**src/rtl/sad_argmin.sv**
```systemverilog
// Streaming arg-min over NUM_CAND costs per pixel: reports the minimum cost, its
// candidate index and the second-min minus min margin, behind a valid/ready output.
module sad_argmin #(
  parameter int WIDTH    = 16,
  parameter int NUM_CAND = 64,
  parameter bit SIGNED   = 1'b0,
  parameter bit TIE_LOW  = 1'b1,
  parameter int IDX_W    = $clog2(NUM_CAND)
) (
  input  logic             clk_in,
  input  logic             rst_n_in,
  input  logic             flush_in,
  input  logic             valid_in,
  output logic             ready_out,
  input  logic [WIDTH-1:0] cost_in,
  output logic             valid_out,
  input  logic             ready_in,
  output logic [WIDTH-1:0] min_cost_out,
  output logic [IDX_W-1:0] min_idx_out,
  output logic [WIDTH:0]   margin_out
);

  localparam logic [WIDTH-1:0] SENT = SIGNED ? {1'b0, {(WIDTH-1){1'b1}}} : {WIDTH{1'b1}};
  localparam logic [IDX_W-1:0] LAST = IDX_W'(NUM_CAND - 1);

  function automatic logic less(input logic [WIDTH-1:0] a, input logic [WIDTH-1:0] b);
    if (SIGNED) return $signed(a) < $signed(b);
    else        return a < b;
  endfunction

  function automatic logic [WIDTH:0] ext(input logic [WIDTH-1:0] v);
    if (SIGNED) return {v[WIDTH-1], v};
    else        return {1'b0, v};
  endfunction

  logic             accept;
  logic             last;
  logic             take;
  logic [IDX_W-1:0] cnt;
  logic [IDX_W-1:0] idx;
  logic [IDX_W-1:0] idx_nxt;
  logic [WIDTH-1:0] best;
  logic [WIDTH-1:0] second;
  logic [WIDTH-1:0] best_nxt;
  logic [WIDTH-1:0] second_nxt;
  logic [WIDTH:0]   margin_nxt;

  assign ready_out = ~valid_out | ready_in;
  assign accept    = valid_in & ready_out & ~flush_in;
  assign last      = (cnt == LAST);

  // Running best/second after folding in the current beat; the last beat's
  // result feeds the output registers directly so it is included in the answer.
  always_comb begin
    best_nxt   = best;
    second_nxt = second;
    idx_nxt    = idx;
    take       = TIE_LOW ? less(cost_in, best) : ~less(best, cost_in);
    if (cnt == '0) begin
      best_nxt   = cost_in;
      second_nxt = SENT;
      idx_nxt    = '0;
    end else if (take) begin
      second_nxt = best;
      best_nxt   = cost_in;
      idx_nxt    = cnt;
    end else if (less(cost_in, second)) begin
      second_nxt = cost_in;
    end
    margin_nxt = ext(second_nxt) - ext(best_nxt);
  end

  always_ff @(posedge clk_in or negedge rst_n_in) begin
    if (!rst_n_in) begin
      cnt          <= '0;
      best         <= '0;
      second       <= '0;
      idx          <= '0;
      valid_out    <= 1'b0;
      min_cost_out <= '0;
      min_idx_out  <= '0;
      margin_out   <= '0;
    end else begin
      if (flush_in) begin
        cnt <= '0;
      end else if (accept) begin
        cnt    <= last ? '0 : cnt + 1'b1;
        best   <= best_nxt;
        second <= second_nxt;
        idx    <= idx_nxt;
      end
      if (accept && last) begin
        valid_out    <= 1'b1;
        min_cost_out <= best_nxt;
        min_idx_out  <= idx_nxt;
        margin_out   <= margin_nxt;
      end else if (ready_in) begin
        valid_out <= 1'b0;
      end
    end
  end

endmodule

```
**config.mk**
```make
export PLATFORM = sky130hd
export DESIGN_NAME = sad_argmin
export DESIGN_NICKNAME = d
export VERILOG_FILES = /design/src/rtl/sad_argmin.sv
export SDC_FILE = /design/constraint.sdc
export NUM_CORES = 1
export LEC_CHECK = 0
export ABC_CLOCK_PERIOD_IN_PS = 5800
export BUFFER_PORTS_ARGS = -buffer_cell sky130_fd_sc_hd__clkbuf_2
export CORE_MARGIN = 1
export CORE_UTILIZATION = 36
export DETAILED_ROUTE_END_ITERATION = 10
export GPL_TIMING_DRIVEN = 1
export PLACE_DENSITY = 0.6
export SLEW_MARGIN = 20
export SYNTH_ARGS = -nofsm -noshare
export SYNTH_HDL_FRONTEND = slang
export SYNTH_SLANG_ARGS = --single-unit
```
**constraint.sdc**
```tcl
create_clock -name clk_in -period 5.8 [get_ports clk_in]
set_input_delay 0.58 -clock clk_in [delete_from_list [all_inputs] [get_ports clk_in]]
set_output_delay 0.58 -clock clk_in [all_outputs]
set_load 0.01 [all_outputs]
```
==> results by group, run 1 <==
Cells and area
  – Final #Nets: 715
  – Antenna cells: 0
  – Commonest non-fill, non-tap cell in the layout: dfrtp_1
  – Most frequent cells in the layout: dfrtp_1, nand2_1, clkbuf_2
  – Fill count: ~1500
  – Area growth syn-to-layout: 14.5%
  – Share of cells above drive strength 1: 0.183

Job
  – Max-cap violations: 0

Route
  – DRT Wirelength: 15800 um
  – Vias: about 4800
  – DRC Markers: 0
  – Via/cell ratio: 5.78
  – DRT iter0 DRCs: between 300 and 400
  – Wire per inst: 18.9 um
  – DR pass1 iterations: 5
  – Antenna-violating nets left: 0

Power and ir drop
  – Worst vdd ir: about 0.18 mV
  – Static leakage: a little under 0.003 uW
  – Overall Power: 2260 uW
  – Power Dens Cells: between 300 and 400 nW/um^2

Critical path
  – CP max FO: 6
  – Cells on worst reg2reg path: 17
  – Setup CP Type: in -> reg
  – Worst setup path endpoint: margin_out[16]
  – Req. time, crit path: 6.06 ns
  – CP startpoint: cost_in[9]
  – Critical Path AT: 4.64 ns
  – CP endpoint kind: flop
  – R2r setup slk: between 1 and 1.5 ns
  – R2r endpoint: margin_out[16]
  – Crit Reg-Reg Startpoint: second[9]
  – Setup crit start kind: input port

Synth
  – Synth Flop Type: dfrtp_1
  – Syn nets: 663
  – Post-synthesis mux area share: 0.0746
  – Number of synthesized flops with an enable pin: 0
  – Post-Synth XOR/XNOR Area: 0.0172
  – Synth Warn #: 0
  – Post-Synthesis Cells: about 590
  – Post-synth ARST share: 1.00
  – Mapped Area: ~5600 um^2
  – Adder-cell share of the synthesized area: 0.111
  – Synth unique cells: 66
  – Avg Cell Area, Syn: 9.47 um^2
  – Synth Area in Compound Gates: 0.238
  – Dominant combinational cell family by area after synthesis: compound AO/OA/AOI/OAI gates
  – Part of the Yosys area used for sequential elements: 0.374
  – Yosys reg bits: 84
  – Post-synthesis simple-gate area fraction: 0.134

Global routing
  – Total global-route track usage: 0.203
  – Vias in the first global route: 4733
  – Remaining global-route overflow: 0
  – First-pass GRT wire length: 25300 um
  – Initial antenna violation count: 0
  – Pin count of the biggest net entering global routing: 47

Status
  – Status: finished, final reports clean

Die
  – Core area: 15200 um^2
  – Initial core utilization: 0.369
  – Die height: between 100 and 150 um
  – Die ar.: 16100 um^2
  – Num ports: 62
  – Width of the chip: roughly 130 um
  – Rows: 45

Clock tree
  – CTS Buf Count: 9
  – Root Driver: clkbuf_16
  – CTS tree: done
  – Post-cts resize count: 0
  – Htree depth: 3
  – Clock Pin Slew Worst Setup and Hold Paths: 0.06 ns
  – Hold buffer count at CTS: 0
  – Post-CTS Setup Bufs: 0
  – TritonCTS Sinks: 84
  – Max Root-Sink Buffers: 2
  – Clock latency on the worst-skew pair: 0.35 ns

STA
  – RSZ-0062 raised after global routing: no
  – TNS Setup: 0 ns
  – Final setup viols: 0
  – Fmax: 229 MHz
  – Crit share post-route: 0.754
  – Minimum clock period: between 4 and 5 ns
  – Final Hold Viols: 0
  – Final worst slack: 1.43 ns
  – Worst slew pin tran: 0.918 ns
  – Max-Slew Margin vs Limit: 0.387
  – Fin. max-slew vios: 0
  – Clock Skews: 0.00936 ns

Place
  – Pre-CTS setup slack: 1.08 ns
  – DP Wirelength: 11200 um
  – Port Buf Inserts: 61
  – Placer Congestion: 0.873

Worst hold path
  – HP Class: in -> async
## worst min-delay path by stage
stage                         startpoint  slack [ns]  cells past startpoint              end
after CTS                       rst_n_in        0.22                      1    margin_out[6]
after floorplan                 rst_n_in        0.28                      0          best[0]
after global routing            rst_n_in        0.25                      1  min_cost_out[4]
after detailed placement   margin_out[9]        0.47                      2    margin_out[9]
final                           rst_n_in        0.21                      1  min_cost_out[9]
after global placement    margin_out[10]        0.46                      2   margin_out[10]
## stage by stage
stage	cell area [um^2]	util	std cells	hold slack, ns
6_report	6430	0.423	838	0.207
5_1_grt	6430	0.423	838	0.247
4_1_cts	6430	0.423	838	0.223
3_5_place_dp	6110	0.402	822	0.470
3_3_place_gp	6110	0.402	822	0.462
2_1_floorplan	5620	-	593	0.284
## flip-flops by register name, summed over array words and instances, names as in the netlist
signal	cells
best	16
cnt	6
idx	6
margin_out	17
min_cost_out	16
min_idx_out	6
second	16
valid_out	1
## cells by family (layout without fill, tap and decap cells)
| kind of cell | count (synthesis) | count (layout) |
|---|---|---|
| AOI/OAI and AO/OA | 187 | 187 |
| and+or+nand+nor | 157 | 157 |
| muxes | 36 | 36 |
| xor gates and xnor gates | 11 | 11 |
| DFF | 84 | 84 |
| adders and majority gates | 49 | 49 |
| buffers and inverters | 69 | 126 |
## synthesized netlist by cell type, types with 8 or more instances
master | n | area [um^2]
o311ai_0 | 10 | 87.6
inv_1 | 37 | 139
nand4_1 | 10 | 62.6
mux2_4 | 10 | 150
ha_1 | 48 | 601
buf_2 | 8 | 40.0
nor2_1 | 21 | 78.8
dfrtp_1 | 84 | 2100
mux2i_1 | 19 | 190
a2bb2oi_1 | 15 | 131
o32ai_1 | 16 | 140
nand2_1 | 68 | 255
o21ai_0 | 24 | 120
clkbuf_1 | 20 | 75.1
o211ai_1 | 17 | 128
a31oi_1 | 8 | 50.1
a21oi_1 | 50 | 250
nor3_1 | 19 | 95.1
## critical path: stages
cell,delay [ns]
clkbuf_2,0.15
ha_1,0.33
a21oi_1,0.14
o21ai_0,0.13
a221oi_1,0.55
nand3_2,0.22
mux2i_1,0.27
o2bb2ai_1,0.14
ha_1,0.20
inv_1,0.06
fa_1,0.41
a21o_1,0.23
a311oi_1,0.34
nor2_1,0.16
a311oi_2,0.39
o21ai_0,0.13
a41oi_1,0.21
## area by class of cell
| class | instances | area, um^2 | share of cell area |
|---|---|---|---|
| Multi-Input combinational cell | 440 | 3240 | 0.504 |
| Sequential cell | 84 | 2100 | 0.327 |
| Timing Repair Buffer | 73 | 398 | 0.0619 |
| Tap cell | 188 | 235 | 0.0366 |
| Clock buffer | 10 | 229 | 0.0356 |
| Inverter | 37 | 139 | 0.0216 |
| Clock inverter | 6 | 88.8 | 0.0138 |
## metal layers
layer / GRT usage / vias up / share of wire
met1: 0.272 / 2369 / 0.46
met2: 0.325 / 129 / 0.48
met3: 0.0405 / 20 / 0.045
met5: 0 / - / 0
met4: 0.0721 / 0 / 0.017
li1: - / 2322 / -
## power breakdown
| part | internal, uW | leakage, uW | switching [uW] |
|---|---|---|---|
| logic | 369 | 0.00175 | 543 |
| clock network | 378 | 0.000149 | 251 |
| registers | 655 | 0.00105 | 70.2 |
| total | 1400 | 0.00295 | 864 |
Note: power is estimated with default switching activity, not from simulation.
==> run 2: changes to the inputs <==
- ABC_CLOCK_PERIOD_IN_PS: 5800 -> 4400
- clock period: 5.8 -> 4.4 ns (I/O delays scaled with it)
==> results by group, run 2 (synthesis results as in run 1) <==
Place
  – Port Buf Inserts: between 60 and 70
  – Placer Congestion: a little under 0.9
  – DP Wirelength: 11400 um
  – Pre-CTS setup slack: approximately 0.0060 ns

STA
  – Max-Slew Margin vs Limit: 0.429
  – Clock Skews: 0.00857 ns
  – Worst slew pin tran: 0.855 ns
  – Fmax: 236 MHz
  – Hold slack: about 0.12 ns
  – Final Hold Viols: 0
  – Crit share post-route: 0.962
  – Final worst slack: 0.165 ns
  – Final setup viols: 0
  – TNS Setup: 0 ns
  – Minimum clock period: 4.23 ns
  – Fin. max-slew vios: 0

Global routing
  – Total global-route track usage: 0.207
  – Initial antenna violation count: 0
  – Pin count of the biggest net entering global routing: 85
  – Vias in the first global route: 5055
  – GR Util met2: 0.340
  – Met3 Usage GRT: 0.0375
  – GRT met1 Usage: 0.266
  – First-pass GRT wire length: 26000 um
  – Remaining global-route overflow: 0
  – Most used routing layer: met2

Clock tree
  – CTS Buf Count: 9
  – Max Root-Sink Buffers: 2
  – Clock Pin Slew Worst Setup and Hold Paths: roughly 0.07 ns
  – CTS tree: done
  – Root Driver: clkbuf_16
  – TritonCTS Sinks: 84
  – Clock latency on the worst-skew pair: 0.35 ns
  – Htree depth: 3

Die
  – Num ports: 62
  – Initial core utilization: 0.369
  – Core area: 15200 um^2
  – Width of the chip: between 100 and 150 um
  – Rows: 45
  – Die height: approximately 130 um
  – Die ar.: 16100 um^2

Critical path
  – CP max FO: 10
  – Buf/Inv on CP: 2
  – Critical Path AT: 4.50 ns
  – Req. time, crit path: 4.66 ns
  – CP endpoint kind: flop
  – Top Family by Delay on Critical Path: compound AO/OA/AOI/OAI gates
  – R2r setup slk: 0.17 ns
  – Crit Reg-Reg Startpoint: best[2]
  – Setup crit start kind: flop
  – Slowest stage delay, CP: 0.45 ns
  – Critical Path Slowest Stage Cell: fa_1
  – Cells on worst reg2reg path: 16
  – Crit-path cells: inv_1 -> ha_1 -> a211o_1 -> a31oi_2 -> o21ai_2 -> a31oi_4 -> nand2_1 -> buf_4 -> a2bb2oi_1 -> fa_1 -> a21o_1 -> a311oi_2 -> nor2_1 -> a311oi_4 -> o21ai_0 -> a41oi_1
  – Setup CP Type: reg -> reg
  – R2r endpoint: margin_out[16]

Cells and area
  – Most frequent cells in the layout: dfrtp_1, nand2_1, clkbuf_2
  – Max reg flops: 17
  – Top reg by flops: margin_out
  – Commonest non-fill, non-tap cell in the layout: dfrtp_1
  – Fill count: 1481
  – Antenna cells: 0
  – Register area: between 2000 and 2500 um^2
  – Area of the multi-input gates: approximately 3300 um^2
  – Share of cells above drive strength 1: 0.207
  – Area growth syn-to-layout: 16.9%
  – Final #Nets: 735

Route
  – Via/cell ratio: between 5 and 6
  – Antenna-violating nets left: 0
  – Vias: 4982
  – DRT iter0 DRCs: 290
  – Wire per inst: 18.4 um
  – DRC Markers: 0
  – DRT Wirelength: 15800 um
  – DR pass1 iterations: 5

Job
  – Max-cap violations: 0

Power and ir drop
  – Worst vdd ir: ~0.21 mV
  – Static leakage: 0.00302 uW
  – Power Dens Cells: between 400 and 500 nW/um^2

Worst hold path
  – HP Class: in -> async

Status
  – Status: finished, final reports clean
run 2: cell count changes in the layout (fill, tap and decap cells not counted), sizes merged:
cell    change
buf        +20
bufinv      -2
clkbuf      +3
clkinv      -1
run 2: per-stage QoR:
step                instance area [um^2]  power [uW]  instances  utilization
global route                        6570        3160        858        0.432
global placement                    6250        2210        839        0.411
detailed placement                  6250        2230        839        0.411
finish                              6570        2970        858        0.432
CTS                                 6510        2940        855        0.428
floorplan                           5620        1820        593            -
run 2: report_power, final:
group | internal [uW] | total (uW) | switching [uW]
Clock | 385 | 701 | 316
Sequential | 863 | 951 | 88.1
Combinational | 561 | 1310 | 753
Total | 1810 | 2970 | 1160
run 2: area by class of cell:
cell class | count | area share
multi-input combinational | 440 | 0.496
inverter | 37 | 0.0212
sequential | 84 | 0.320
timing repair buffer | 93 | 0.0865
tap | 188 | 0.0358
clock inverter | 3 | 0.00362
clock buffer | 13 | 0.0366
run 2: worst max path at each step:
stage	start	endpoint	cells past startpoint
CTS	best[2]	margin_out[16]	16
detailed placement	cost_in[14]	margin_out[16]	17
global route	best[2]	margin_out[16]	17
global placement	cost_in[2]	margin_out[15]	17
floorplan	cost_in[2]	margin_out[16]	17
finish	best[2]	margin_out[16]	16
run 2: routing by layer:
metal / vias up / wire length (um) / share of wire
met3: 35 / 564 / 0.036
met4: 0 / 454 / 0.029
met5: - / 0 / 0
met1: 2460 / 7230 / 0.46
met2: 132 / 7550 / 0.48
li1: 2355 / - / -
run 2: timing repair:
action | 4_1_cts | 5_1_grt
setup buffers | 0 | 3
endpoints found under the hold margin | 0 | 0
hold buffers | 0 | 0
setup endpoints to repair | 0 | 4
resized for setup | 0 | 5
